[src/rtl/uart_tx_serializer.sv]
// uart_tx_serializer: shifts one byte per request onto txd as an async UART frame
// Ports:
//   clk, rst_n        system clock, asynchronous active-low reset
//   i_tx[7:0]         byte to send, sampled on the acceptance cycle only
//   i_tx_start        level request, held by the controller until o_tx_start_clear
//   o_tx_busy         high from the cycle after acceptance through the clear cycle
//   o_tx_start_clear  one-cycle pulse after the last stop bit
//   o_txd             serial line, idles high
module uart_tx_serializer #(
   parameter int CLKS_PER_BIT = 434,
   parameter bit PARITY_EN    = 1'b0,
   parameter bit PARITY_ODD   = 1'b0,
   parameter int STOP_BITS    = 1
) (
   input  logic       clk,
   input  logic       rst_n,
   input  logic [7:0] i_tx,
   input  logic       i_tx_start,
   output logic       o_tx_busy,
   output logic       o_tx_start_clear,
   output logic       o_txd
);
   localparam int CW = $clog2(CLKS_PER_BIT);
   localparam logic [CW-1:0] LAST = CW'(CLKS_PER_BIT - 1);
   // Stop bits reuse the data bit index; anything above one stop bit means two.
   localparam logic [2:0] LAST_STOP = (STOP_BITS > 1) ? 3'd1 : 3'd0;
   typedef enum logic [2:0] {IDLE, START, DATA, PARITY, STOP, CLEAR} state_t;
   state_t        state_q;
   logic [CW-1:0] cnt_q;
   logic [2:0]    idx_q;
   logic [7:0]    shift_q;
   logic          par_q;
   logic          bit_end;
   assign bit_end = cnt_q == LAST;
   always_ff @(posedge clk or negedge rst_n) begin
      if (!rst_n) begin
         state_q          <= IDLE;
         cnt_q            <= '0;
         idx_q            <= '0;
         shift_q          <= '0;
         par_q            <= 1'b0;
         o_tx_busy        <= 1'b0;
         o_tx_start_clear <= 1'b0;
         o_txd            <= 1'b1;
      end else begin
         o_tx_start_clear <= 1'b0;
         // Baud counter runs only while a bit is on the line and wraps at each bit boundary.
         cnt_q <= (state_q inside {START, DATA, PARITY, STOP} && !bit_end) ? cnt_q + 1'b1 : '0;
         case (state_q)
            IDLE: begin
               if (i_tx_start && !o_tx_start_clear) begin
                  shift_q   <= i_tx;
                  par_q     <= ^i_tx ^ PARITY_ODD;
                  state_q   <= START;
                  o_txd     <= 1'b0;
                  o_tx_busy <= 1'b1;
               end
            end
            START: begin
               if (bit_end) begin
                  state_q <= DATA;
                  idx_q   <= '0;
                  o_txd   <= shift_q[0];
               end
            end
            DATA: begin
               if (bit_end) begin
                  if (idx_q == 3'd7) begin
                     idx_q   <= '0;
                     state_q <= PARITY_EN ? PARITY : STOP;
                     o_txd   <= PARITY_EN ? par_q : 1'b1;
                  end else begin
                     // Next bit is presented from shift_q[1] while the register shifts under it.
                     idx_q   <= idx_q + 1'b1;
                     shift_q <= shift_q >> 1;
                     o_txd   <= shift_q[1];
                  end
               end
            end
            PARITY: begin
               if (bit_end) begin
                  state_q <= STOP;
                  o_txd   <= 1'b1;
               end
            end
            STOP: begin
               if (bit_end) begin
                  if (idx_q == LAST_STOP) begin
                     idx_q            <= '0;
                     state_q          <= CLEAR;
                     o_tx_start_clear <= 1'b1;
                  end else begin
                     idx_q <= idx_q + 1'b1;
                  end
               end
            end
            CLEAR: begin
               state_q   <= IDLE;
               o_tx_busy <= 1'b0;
            end
            default: begin
               state_q   <= IDLE;
               o_tx_busy <= 1'b0;
               o_txd     <= 1'b1;
            end
         endcase
      end
   end
endmodule
[config.mk]
export PLATFORM = sky130hd
export DESIGN_NAME = uart_tx_serializer
export DESIGN_NICKNAME = d
export VERILOG_FILES = /design/src/rtl/uart_tx_serializer.sv
export SDC_FILE = /design/constraint.sdc
export NUM_CORES = 1
export LEC_CHECK = 0
export ABC_AREA = 1
export CAP_MARGIN = 10
export CELL_PAD_IN_SITES_DETAIL_PLACEMENT = 2
export CELL_PAD_IN_SITES_GLOBAL_PLACEMENT = 2
export CORE_ASPECT_RATIO = 1.4
export CORE_MARGIN = 1.5
export CORE_UTILIZATION = 33
export CTS_CLUSTER_SIZE = 40
export DETAILED_ROUTE_END_ITERATION = 10
export GPL_ROUTABILITY_DRIVEN = 1
export PLACE_DENSITY = 0.88
export SLEW_MARGIN = 20
export SYNTH_ARGS = -nofsm -noshare
export SYNTH_HDL_FRONTEND = slang
export SYNTH_SLANG_ARGS = --single-unit
export TNS_END_PERCENT = 30
[constraint.sdc]
create_clock -name clk -period 1.7 [get_ports clk]
set_input_delay 0.255 -clock clk [delete_from_list [all_inputs] [get_ports clk]]
set_output_delay 0.255 -clock clk [all_outputs]
set_load 0.05 [all_outputs]
==> flow_summary.json <==
{
  "post-route-util_pct": 42.1,
  "synth_area_sq_um": 1480,
  "cts_made_buffers": 3,
  "nNetsFinal": 221,
  "ys_types": 23,
  "n_antenna_cell": 0,
  "endpoint_kind": "flop",
  "die-area_sq_um": 4910,
  "hold_violations": 0,
  "critPathKind": "flop to flop",
  "synth_fa_ha_area_share_pct": 4.22,
  "path_buf_inv": 1,
  "max_stage_delay_ns": 0.52,
  "viasPerCell": 4.93,
  "rows": 28,
  "track_usage_pct": 17.8,
  "slew-limit-headroom_pct": 75.9,
  "pin_count": 14,
  "cp_cell_sequence": "nor2_2, nand3_1, nand2_2, a21oi_4, buf_4, nand3_1, nand2_1",
  "dp_worst_setup_slack_ns": 0.0599,
  "start_kind": "flop",
  "stdcell_count": 264,
  "initial_utilization_pct": 34.7,
  "netlist_instances": 185,
  "holdBufCountCts": 0,
  "synth.net_count": 201,
  "worst_pin_slew_ns": 0.362,
  "dpl_cell_area_sq_um": 1660,
  "clk_latency_ns": 0.28,
  "wl_mm": 4.42,
  "critPathLaunch": "state_q[1]",
  "drc": 0,
  "fmax_mhz": 603,
  "finalMaxSlewViolations": 0,
  "core_sq_um": 4270,
  "r2r_cells": 7,
  "ys_top_cells_by_area": "dfrtp_1 (42%), nand2_1 (12%), nand3_1 (5.1%)",
  "power_density_nw_per_um2": 674,
  "fin_crit_sh_pct": 97.6,
  "dieWidth_um": 59.7,
  "cp_top_family": "simple AND/OR/NAND/NOR gates",
  "dp_hpwl_mm": 2.99,
  "n_fill_cell": 498,
  "synth_compound_area_share_pct": 12.0,
  "cap_violations": 0,
  "synth_xor_area_share_pct": 0,
  "syn_to_final_growth_pct": 21.3,
  "period_needed_ns": 1.66,
  "grt-ovfl-total": 0,
  "yosys.area_share.simple_pct": 31.7,
  "grt_pass1_vias": 1392,
  "yosysWarningCount": 0,
  "r2r_slack_ns": 0.04,
  "dp_cells": 256,
  "irDropWorstVdd_mv": 0.385,
  "power.leakage_uw": 0.000863,
  "cts_tree": "yes",
  "wl_per_cell_um": 16.7,
  "cts_root_buf": "clkbuf_8",
  "via_count": 1302,
  "layout-drive-gt1-share_pct": 24.0,
  "clkTransAtPathRegs_ns": 0.10,
  "ys_ff_latch": 26,
  "design_area_sq_um": 1800,
  "drt_iter0_drc": 12,
  "htreeDepth": 1,
  "path_max_fanout": 8,
  "io_buffer_count": 13,
  "synth_top_area_share_pct": 42.2,
  "cts_num_sinks": 26,
  "antenna_left": 0,
  "fp.dieH_um": 82.3,
  "grt_max_degree": 27,
  "finalWeightedCongestion": 0.834,
  "clk_path_buf_depth": 2,
  "synth_top_family_by_area": "simple AND/OR/NAND/NOR gates",
  "fin_setup_tns_ns": 0,
  "firstDrtPassIters": 4,
  "critPathMostFrequentCell": "nand3_1",
  "synth_top_area_cell": "dfrtp_1",
  "cp.required_ns": 1.88,
  "setup_ws_ns": 0.0406,
  "synth.area.mux_share_pct": 0,
  "finClkSkew_ns": 0.00435,
  "setup_viol": 0,
  "antenna_found_initial": 0,
  "status": "completed",
  "synth_seq_area_share_pct": 44.0,
  "grt_pass1_wl_mm": 6.62,
  "reg2reg_from": "state_q[1]",
  "slowest_stage": "dfrtp_1",
  "min_path_type": "primary input to async pin",
  "crit_arrival_ns": 1.84,
  "avgSynthCellArea_sq_um": 8.01,
  "timing.rr.end": "state_q[0]"
}
## worst max path at each step
stage	endpoint	slack, ns	depth (start not counted)
5_1_grt	idx_q[0]	-0.05	6
3_5_place_dp	shift_q[4]	0.06	8
6_report	state_q[0]	0.04	7
4_1_cts	shift_q[1]	0.008	8
2_1_floorplan	shift_q[6]	0.26	9
3_3_place_gp	shift_q[1]	0.14	8
## power by group
group / internal (uW) / total (uW) / switching [uW]
combinational: 25.4 / 47.4 / 22.0
clock: 316 / 547 / 231
sequential: 618 / 618 / 0
## cell usage in the layout (no fill, tap or decap), drive strengths merged
cell,netlist,final
bufinv,0,1
clkdlybuf4s50,0,10
dfstp,1,1
nor3,6,6
ha,5,5
o21ai,11,11
nor2,22,22
buf,3,8
clkbuf,0,3
dfrtp,25,25
a21oi,14,14
nand2,54,54
nand3,19,19
inv,24,24
o31ai,1,1
## metal layers
layer	GRT usage (%)	wire length [um]	vias up
li1	-	-	626
met1	21.7	1910	651
met2	32.5	2360	18
met3	2.34	82	7
met4	4.00	63	0
met5	0	0	-
## Yosys cell counts
cell and instances:
nand2_1 47, dfrtp_1 25, nor2_1 18, inv_1 17
nand3_1 15, a21oi_2 8, inv_2 7, o21ai_1 7
nand2_2 6, nor3_1 6, a21oi_1 5, ha_1 5
nor2_2 4, nand3_2 3, o21ai_0 3, buf_6 2
a21oi_4 1, buf_4 1, dfstp_2 1, nand2_4 1
nand3_4 1, o21ai_2 1, o31ai_1 1
## metrics by stage
| stage | total power [uW] | hold slack (ns) |
|---|---|---|
| after detailed placement | 679 | 0.463 |
| after CTS | 1210 | 0.362 |
| final | 1210 | 0.344 |
| after global placement | 677 | 0.448 |
| after floorplan | 639 | -0.0406 |
| after global routing | 1240 | 0.373 |
## what timing repair did
| item | in CTS | in global routing |
|---|---|---|
| setup endpoints to repair | 0 | 13 |
| buffers inserted | 0 | 4 |
| resized for setup | 0 | 8 |
## layout make-up
cell class / count / area (sq um) / area share (%)
Timing Repair Buffer: 18 / 160 / 8.91
Clock inverter: 1 / 30.0 / 1.67
Sequential cell: 26 / 652 / 36.3
Multi-Input combinational cell: 132 / 749 / 41.7
Inverter: 24 / 90.1 / 5.01
Clock buffer: 3 / 41.3 / 2.30
Tap cell: 60 / 75.1 / 4.18
## logic make-up (layout without fill, tap and decap cells)
family	count (synthesis)	in the layout
buf+inv	27	46
flops	26	26
compound gates	26	26
fa+ha+maj	5	5
simple gates	101	101
## sequential cells by signal, indices dropped and copies added, names as in the netlist
name              flops
o_tx_busy             1
o_txd                 1
state_q               3
shift_q               8
o_tx_start_clear      1
idx_q                 3
cnt_q                 9
Note: power is estimated with default switching activity, not from simulation.
